===== src/rtl/maze_explorer.sv =====
`default_nettype none
// ============================================================================
//  Module   : maze_explorer
//  Purpose  : Depth-first search controller for a 16x16 one-bit maze memory.
//             Marks visited cells, keeps a 2-bit direction stack and streams
//             the found path over a valid/ready port.
//  Revision : 1.0  initial release
// ============================================================================
module maze_explorer #(
  parameter int START_X = 0,
  parameter int START_Y = 0,
  parameter int GOAL_X  = 15,
  parameter int GOAL_Y  = 15
) (
  input  logic       clk,
  input  logic       rst,
  input  logic       start,
  output logic [3:0] mem_x,
  output logic [3:0] mem_y,
  output logic       mem_rd,
  output logic       mem_wr,
  output logic       mem_din,
  input  logic       mem_dout,
  output logic       busy,
  output logic       done,
  output logic       fail,
  output logic [3:0] cur_x,
  output logic [3:0] cur_y,
  output logic [8:0] depth,
  output logic       dir_valid,
  input  logic       dir_ready,
  output logic [1:0] dir_out
);

  localparam logic [3:0] c_START_X = START_X[3:0];
  localparam logic [3:0] c_START_Y = START_Y[3:0];
  localparam logic [3:0] c_GOAL_X  = GOAL_X[3:0];
  localparam logic [3:0] c_GOAL_Y  = GOAL_Y[3:0];

  typedef enum logic [3:0] {
    S_IDLE  = 4'd0,
    S_MARK  = 4'd1,
    S_PROBE = 4'd2,
    S_WAIT  = 4'd3,
    S_NEXT  = 4'd4,
    S_PUSH  = 4'd5,
    S_BACK  = 4'd6,
    S_DONE  = 4'd7,
    S_FAIL  = 4'd8
  } state_t;

  state_t     r_state;
  state_t     w_state_nxt;
  logic [1:0] r_dir;
  logic [3:0] r_addr_x;
  logic [3:0] r_addr_y;
  logic [8:0] r_idx;
  logic [1:0] r_stack [0:255];

  logic [3:0] w_nb_x;
  logic [3:0] w_nb_y;
  logic       w_nb_ok;
  logic [7:0] w_top;
  logic [1:0] w_pop;
  logic       w_at_goal;

  assign w_at_goal = (cur_x == c_GOAL_X) && (cur_y == c_GOAL_Y);
  assign w_top     = depth[7:0] - 8'd1;
  assign w_pop     = r_stack[w_top];

  // Neighbour of the current cell in the direction being tried, with range check
  always_comb begin
    w_nb_x  = cur_x;
    w_nb_y  = cur_y;
    w_nb_ok = 1'b0;
    case (r_dir)
      2'd0: begin w_nb_x = cur_x + 4'd1; w_nb_ok = (cur_x != 4'd15); end
      2'd1: begin w_nb_y = cur_y - 4'd1; w_nb_ok = (cur_y != 4'd0);  end
      2'd2: begin w_nb_x = cur_x - 4'd1; w_nb_ok = (cur_x != 4'd0);  end
      default: begin w_nb_y = cur_y + 4'd1; w_nb_ok = (cur_y != 4'd15); end
    endcase
  end

  // State register
  always_ff @(posedge clk) begin
    if (rst) r_state <= S_IDLE;
    else     r_state <= w_state_nxt;
  end

  // Next-state and memory strobes
  always_comb begin
    w_state_nxt = r_state;
    mem_rd      = 1'b0;
    mem_wr      = 1'b0;
    case (r_state)
      S_IDLE, S_DONE, S_FAIL: begin
        if (start) w_state_nxt = S_MARK;
      end
      S_MARK: begin
        mem_wr      = 1'b1;
        w_state_nxt = w_at_goal ? S_DONE : S_PROBE;
      end
      S_PROBE: begin
        if (w_nb_ok) begin
          mem_rd      = 1'b1;
          w_state_nxt = S_WAIT;
        end else begin
          w_state_nxt = S_NEXT;
        end
      end
      S_WAIT:  w_state_nxt = mem_dout ? S_NEXT : S_PUSH;
      S_NEXT:  w_state_nxt = (r_dir == 2'd3) ? S_BACK : S_PROBE;
      S_PUSH:  w_state_nxt = S_MARK;
      S_BACK:  w_state_nxt = (depth == 9'd0) ? S_FAIL : S_NEXT;
      default: w_state_nxt = S_IDLE;
    endcase
  end

  // Address bus: live address while strobing, last strobed address otherwise
  always_comb begin
    mem_din = mem_wr;
    mem_x   = r_addr_x;
    mem_y   = r_addr_y;
    if (mem_wr) begin
      mem_x = cur_x;
      mem_y = cur_y;
    end else if (mem_rd) begin
      mem_x = w_nb_x;
      mem_y = w_nb_y;
    end
  end

  // Search datapath: position, depth, direction, status flags and stream index
  always_ff @(posedge clk) begin
    if (rst) begin
      cur_x    <= c_START_X;
      cur_y    <= c_START_Y;
      depth    <= 9'd0;
      r_dir    <= 2'd0;
      busy     <= 1'b0;
      done     <= 1'b0;
      fail     <= 1'b0;
      r_idx    <= 9'd0;
      r_addr_x <= 4'd0;
      r_addr_y <= 4'd0;
    end else begin
      if (mem_wr || mem_rd) begin
        r_addr_x <= mem_x;
        r_addr_y <= mem_y;
      end
      case (r_state)
        S_IDLE, S_DONE, S_FAIL: begin
          if (start) begin
            done  <= 1'b0;
            fail  <= 1'b0;
            depth <= 9'd0;
            cur_x <= c_START_X;
            cur_y <= c_START_Y;
            busy  <= 1'b1;
            r_idx <= 9'd0;
          end else if (dir_valid && dir_ready) begin
            r_idx <= r_idx + 9'd1;
          end
        end
        S_MARK: begin
          r_dir <= 2'd0;
          if (w_at_goal) begin
            busy <= 1'b0;
            done <= 1'b1;
          end
        end
        S_NEXT: r_dir <= r_dir + 2'd1;
        S_PUSH: begin
          depth <= depth + 9'd1;
          cur_x <= w_nb_x;
          cur_y <= w_nb_y;
        end
        S_BACK: begin
          if (depth == 9'd0) begin
            busy <= 1'b0;
            fail <= 1'b1;
          end else begin
            // Step back against the popped direction and resume from it
            depth <= depth - 9'd1;
            r_dir <= w_pop;
            case (w_pop)
              2'd0:    cur_x <= cur_x - 4'd1;
              2'd1:    cur_y <= cur_y + 4'd1;
              2'd2:    cur_x <= cur_x + 4'd1;
              default: cur_y <= cur_y - 4'd1;
            endcase
          end
        end
        default: ;
      endcase
    end
  end

  // Direction stack write port; contents are don't-care until pushed
  always_ff @(posedge clk) begin
    if (r_state == S_PUSH) r_stack[depth[7:0]] <= r_dir;
  end

  assign dir_valid = (r_state == S_DONE) && (r_idx < depth);
  assign dir_out   = dir_valid ? r_stack[r_idx[7:0]] : 2'd0;

endmodule
`default_nettype wire


===== config.mk =====
export PLATFORM = sky130hd
export DESIGN_NAME = maze_explorer
export DESIGN_NICKNAME = d
export VERILOG_FILES = /design/src/rtl/maze_explorer.sv
export SDC_FILE = /design/constraint.sdc
export NUM_CORES = 1
export LEC_CHECK = 0
export CORE_MARGIN = 2
export CORE_UTILIZATION = 60
export CTS_CLUSTER_SIZE = 10
export DETAILED_ROUTE_END_ITERATION = 8
export GPL_ROUTABILITY_DRIVEN = 0
export PLACE_DENSITY = 0.77
export SETUP_SLACK_MARGIN = 0.15
export SLEW_MARGIN = 20
export SYNTH_ARGS = -nofsm -noshare
export SYNTH_HDL_FRONTEND = slang
export SYNTH_SLANG_ARGS = --single-unit

===== constraint.sdc =====
create_clock -name clk -period 7.3 [get_ports clk]
set_input_delay 1.46 -clock clk [delete_from_list [all_inputs] [get_ports clk]]
set_output_delay 1.46 -clock clk [all_outputs]
set_load 0.02 [all_outputs]

==> summary.md, run 1 <==
| Metric | Value |
|---|---|
| Worst slew pin tran | 1.17 ns |
| Asr flop ratio synth | 0% |
| Crit-path max cell delay | 0.89 ns |
| Routed WL per cell | 31.2 um |
| Pleak | 9.68 nW |
| Gr ovfl total | 0 |
| R2R Path End | cur_x[3] |
| Net Count, Synth | between 1500 and 2000 |
| Final WL | 78400 um |
| CTS Sinks | 563 |
| Fin. Hold Viols | 0 |
| IO buf count | 38 |
| DIE AREA | about 50000 um2 |
| Most frequent cells in the layout | edfxtp_1, nor2_1, mux4_2 |
| Hold_buf cts | 0 |
| CP top delay family | multiplexers |
| # resized after CTS | 0 |
| Critical path depth | 7 |
| Most used cell, CP | mux4_2 |
| Leading area contributor after synthesis | edfxtp_1 |
| Max Slew Vio Count | 0 |
| Largest net degree at the start of global routing | 107 |
| Post-synth top area share | 53.6% |
| Most common cell after layout, fill and taps aside | edfxtp_1 |
| Number of global-route vias before repair | 18500 |
| Slew margin rel. | 21.8% |
| Tcrit/Tclk final | between 80% and 90% |
| Setup Skew | 0.0256 ns |
| CP Capture Point | dir_out[0] |
| Endpoints failing setup | 0 |
| Die Y-Extent | 223 um |
| F_max | between 150 and 200 MHz |
| Clk slew on worst S/H paths | roughly 0.05 ns |
| Seq/Total Area, Yosys | 57.2% |
| Post-detail-place hpwl | 49400 um |
| Reg-to-Reg Start | depth[1] |
| Synth-to-Final Area Change | 9.92% |
| Core area | 47400 um2 |
| #FFs+latches synth | 563 |
| WP data arrival | about 4.8 ns |
| Total of max-cap violations | 0 |
| Number of synthesized flops with an enable pin | slightly above 500 |
| Worst-Skew Late Latency | 0.62 ns |
| Root Driver | clkbuf_16 |
| # Post-CTS Setup Buffers | 0 |
| Total number of vias | between 15000 and 20000 |
| Setup TNS | 0 ns |
| CP Cell Sequence | buf_4 -> mux4_2 -> mux4_2 -> mux4_2 -> mux4_2 -> nor2b_1 -> clkdlybuf4s50_1 |
| H-tree levels | 3 |
| Bufs on Longest Clock Path | 3 |
| Cells on worst reg2reg path | 12 |
| Residual DRC | 0 |
| Crit Path Max Fanout | 54 |
| Setup crit start kind | flip-flop |
| Crit. End Element | output pin |
| Initial antenna violation count | 0 |
| Distinct cells, synth | 84 |
| Post-DR vias/cell | 7.47 |
| Initial Utilization | 60.4% |
| Pwr Total | 0.00835 W |
| Placed insts | 2417 |
| RSZ-0062 raised after global routing | no |
| Critical path type | reg2out |
| N_diodes | 0 |
| Post-DRT Antenna Nets | 0 |
| Area of the mapped netlist | 28700 um2 |
| Dominant cells by area after synthesis | edfxtp_1, mux4_2, nor2_1 |
| Number of detailed-route iterations in the first pass | 6 |
| R2R setup slack | 2.14 ns |
| Worst Hold Class | reg2reg |
| Iter 0 DRT Violations | 3000 |
| # rows | 80 |
| Pwr dens | approximately 260 nW/um2 |
| Total global-route track usage | 32.2% |
| TritonCTS clock tree | done |
| Crit path buffers/inverters | 2 |
| CP max-delay cell | dfxtp_4 |
| Ys Warns | 0 |
| Req. time, crit path | just under 6 ns |
| Fin crit period | 6.22 ns |
| CTS Buf Count | 67 |
| Global-route wire length before repair | around 120000 um |
| Num ports | 39 |
| Die Width | 223 um |
| Layout cells sized above 1 | 24.1% |
| Final cell count without fillers | 2513 |
| Avg Cell Area, Syn | around 15 um2 |
| Main synth FF type | edfxtp_1 |
| Nets | 1906 |
| Worst IR Drop VDD | 0.194 mV |
| Gate Count Post-Synth | approximately 1900 |
| Status | finished, final reports clean |
==> area by class of cell <==
type	count	area, um2
inverters	41	154
multi-input cells	1123	11500
well taps	615	769
flip-flops and latches	563	16400
repair buffers	75	741
fillers	3189	15900
clock inverters	7	70.1
clock buffers	89	1830
==> kinds of logic after synthesis <==
logic type,share of synthesized area [%]
compound gates,4.75
simple gates,8.48
mux,24.9
buf+inv,2.86
xor+xnor,0.489
flops,57.2
fa+ha+maj,1.34
==> flip-flops by register name (all words and copies together), names as in the netlist, named ones only <==
register / flops
r_addr_x: 4
r_idx: 9
busy: 1
r_state: 4
r_stack: 512
r_addr_y: 4
depth: 9
fail: 1
done: 1
cur_x: 4
r_dir: 2
cur_y: 4
==> per-stage QoR <==
stage                     instance area (um2)  hold slack [ns]  setup slack (ns)  util [%]
after floorplan                         28700            0.447             0.230         -
after global placement                  29600            0.461              1.84      62.3
after detailed placement                29600            0.473              1.76      62.4
after CTS                               31500            0.479              1.11      66.4
after global routing                    31500            0.494             0.987      66.4
final                                   31500            0.482              1.08      66.4
==> cell usage after synthesis (all sizes together), types with 3 or more instances <==
cell / instances
or3: 13
a21oi: 42
nor2: 322
o2111ai: 5
o211a: 9
a32o: 6
o211ai: 14
o21ai: 23
nor4: 4
o31ai: 8
mux4: 304
o22ai: 10
o21bai: 4
ha: 29
mux2i: 27
nand2: 100
o311a: 3
xor2: 7
a21o: 10
nand3: 59
a31oi: 9
buf: 62
or2: 3
xnor2: 9
a22oi: 11
inv: 40
edfxtp: 512
and3: 5
a221o: 8
dfxtp: 51
nor3: 9
nor2b: 7
clkbuf: 87
and2: 3
a211oi: 7
nand4: 9
nand2b: 8
==> worst min-delay path by stage <==
| stage | slack [ns] | startpoint | depth (start not counted) | to |
|---|---|---|---|---|
| floorplan | 0.45 | r_idx[8] | 2 | r_idx[8] |
| CTS | 0.48 | r_idx[8] | 2 | r_idx[8] |
| global placement | 0.46 | busy | 2 | busy |
| finish | 0.48 | r_idx[8] | 2 | r_idx[8] |
| detailed placement | 0.47 | r_idx[8] | 2 | r_idx[8] |
| global route | 0.49 | r_idx[8] | 2 | r_idx[8] |
==> power breakdown <==
group	total, W	switching [W]	internal (W)
registers	0.00409	0.000134	0.00396
logic	0.00125	0.000865	0.000385
clock network	0.00301	0.00126	0.00174
==> worst register-to-register path: cells and delay by family (launching register included) <==
kind                     cells  cell delay [ns]
AND/OR/NAND/NOR              2             0.36
multiplexers                 3             1.23
buffers and inverters        1             0.31
flip-flops                   1             0.75
adder cells (fa/ha/maj)      1             0.95
AO/OA/AOI/OAI                5             1.44
==> routing by layer <==
| metal | vias to the layer above | track usage (%) | wire, um |
|---|---|---|---|
| met2 | 1517 | 49.4 | 36700 |
| met3 | 260 | 8.95 | 9800 |
| met4 | 0 | 16.0 | 4060 |
| met1 | 9523 | 43.1 | 27900 |
| met5 | - | 0 | 0 |
| li1 | 7466 | - | - |
No activity file was read; power rests on OpenSTA's default activity.
==> run 2, diff against run 1 <==
CTS_BUF_LIST = sky130_fd_sc_hd__clkbuf_8   (was default)
==> run 2 against run 1 <==
  * Clock skew rose by 0.030 ns
  * Sequential power barely moved
  * Maximum frequency fell by 1.4%
  * Utilization fell by 0.26 points
  * First-iteration DRC count fell by 5.9%
  * Design area fell by 0.39%
  * Via count barely moved
  * Flip-flop and latch count did not move
  * Global-route usage fell by 0.47 points
==> summary.md, run 2 (synthesis gave the netlist of run 1 again) <==
| Metric | Value |
|---|---|
| Status | finished, final reports clean |
| Clk slew on worst S/H paths | 0.06 ns |
| Tcrit/Tclk final | 86.4% |
| CTS Buf Count | between 90 and 100 |
| GR Util met3 | 9.77% |
| Crit. End Element | output pin |
| Die Width | 223 um |
| Final Util | approximately 66% |
| # Post-CTS Setup Buffers | 0 |
| Synth-to-Final Area Change | 9.49% |
| Iter 0 DRT Violations | 2824 |
| Core area | between 40000 and 50000 um2 |
| Setup TNS | 0 ns |
| Max Slew Vio Count | 0 |
| Num ports | 39 |
| Gr ovfl total | 0 |
| Number of detailed-route iterations in the first pass | 6 |
| F_max | 158 MHz |
| Total number of vias | 18800 |
| M1 GR Usage | 42.1% |
| Final cell count without fillers | 2589 |
| Slew margin rel. | 21.5% |
| Worst slew pin tran | ~1.2 ns |
| Storage cell area | 16400 um2 |
| Residual DRC | 0 |
| Global-route wire length before repair | 116000 um |
| Req. time, crit path | 5.84 ns |
| Post-DR vias/cell | 7.25 |
| Bufs on Longest Clock Path | 3 |
| Fillers | 3269 |
| # rows | 80 |
| Hold Crit Endpoint | r_idx[8] |
| # resized after CTS | 0 |
| Crit path buffers/inverters | 2 |
| RSZ-0062 raised after global routing | no |
| Final WL | 77400 um |
| Post-detail-place hpwl | 49400 um |
| Crit Path Max Fanout | 54 |
| Most used cell, CP | mux4_2 |
| Gr busiest metal | met2 |
| Worst Hold Launch | r_idx[8] |
| Fin. Hold Viols | 0 |
| Setup crit start kind | flip-flop |
| Pwr dens | 256 nW/um2 |
| Critical path type | reg2out |
| Reg-to-Reg Start | depth[1] |
| Die Y-Extent | 223 um |
| Setup Skew | 0.0557 ns |
| R2R Path End | cur_x[3] |
| Hold path cells | 2 |
| Fin crit period | roughly 6.3 ns |
| Total of max-cap violations | 0 |
| Post-DRT Antenna Nets | 0 |
| Cells on worst reg2reg path | 12 |
| Worst Hold Class | reg2reg |
| R2R setup slack | 2.10 ns |
| Most frequent cells in the layout | edfxtp_1, nor2_1, mux4_2 |
| Worst-Skew Late Latency | 0.72 ns |
| N_diodes | 0 |
| Number of global-route vias before repair | 18500 |
| Routed WL per cell | 29.9 um |
| Total global-route track usage | 31.8% |
| Root Driver | clkbuf_8 |
| IO buf count | 38 |
| DIE AREA | just under 50000 um2 |
| Worst IR Drop VDD | between 0.2 and 0.25 mV |
| CP Cell Sequence | buf_4 -> mux4_2 -> mux4_2 -> mux4_2 -> mux4_2 -> nor2b_1 -> clkdlybuf4s50_1 |
| Most common cell after layout, fill and taps aside | edfxtp_1 |
| Initial antenna violation count | 1 |
| Initial Utilization | 60.4% |
| CP top delay family | multiplexers |
| Crit-path max cell delay | 0.91 ns |
| H-tree levels | 3 |
| Endpoints failing setup | 0 |
| Pleak | 9.76 nW |
| Largest register FFs | around 500 |
| Placed insts | 2417 |
| WP data arrival | 4.85 ns |
| Largest net degree at the start of global routing | 107 |
| CTS Sinks | 563 |
| CP max-delay cell | dfxtp_4 |
| Met2 GRT Util | between 40% and 50% |
| Layout cells sized above 1 | roughly a quarter |
| TritonCTS clock tree | done |
| Hold_buf cts | 0 |
| Nets | between 1500 and 2000 |
| Multi-input gate area | roughly 12000 um2 |
==> run 2: cell types whose count changed in the layout (fill, tap and decap cells not counted) <==
cell / change
inv_1: +26
clkbuf_8: +98
clkinv_1: +21
clkinv_8: -3
clkbuf_1: -18
dfxtp_2: -1
bufinv_16: +4
clkinvlp_4: +4
clkbuf_16: -70
dfxtp_1: +1
clkinv_2: +14
==> run 2: layer usage <==
| metal | wire length [um] | share of wire [%] |
|---|---|---|
| met4 | 3940 | 5.1 |
| met1 | 27600 | 36 |
| met5 | 9 | 0.012 |
| met3 | 9860 | 13 |
| met2 | 36000 | 47 |
==> run 2: layout make-up <==
type / instances / share of cell area, %
clock inverter: 73 / 1.33
inverter: 41 / 0.490
clock buffer: 99 / 4.34
sequential: 563 / 52.3
multi-input combinational: 1123 / 36.7
timing repair buffer: 75 / 2.36
tap: 615 / 2.45
==> run 2: worst min-delay path: stages, from the launching register on <==
cell and delay (ns):
dfxtp_1 0.33, nand2_1 0.06, mux2i_1 0.05
==> run 2: how the worst max path moves through the flow <==
stage,startpoint,cells after the start,endpoint
detailed placement,flip-flop,7,dir_out[0]
CTS,flip-flop,7,dir_out[0]
global placement,flip-flop,7,dir_out[0]
finish,flip-flop,7,dir_out[0]
floorplan,r_dir[0],10,mem_y[0]
global route,flip-flop,7,dir_out[0]
==> run 2: metrics by stage <==
step / hold slack [ns] / instance area (um2) / worst slack, ns / power (W)
6_report: 0.480 / 31400 / 0.990 / 0.00803
5_1_grt: 0.495 / 31400 / 0.899 / 0.00829
4_1_cts: 0.480 / 31400 / 1.00 / 0.00803
3_5_place_dp: 0.473 / 29600 / 1.76 / 0.00539
3_3_place_gp: 0.461 / 29600 / 1.84 / 0.00533
2_1_floorplan: 0.447 / 28700 / 0.230 / 0.00502
==> run 2: power by group <==
group,internal (W),total [W],switching (W)
Sequential,0.00396,0.00409,0.000134
Combinational,0.000385,0.00125,0.000863
Clock,0.00140,0.00269,0.00129
Total,0.00574,0.00803,0.00229
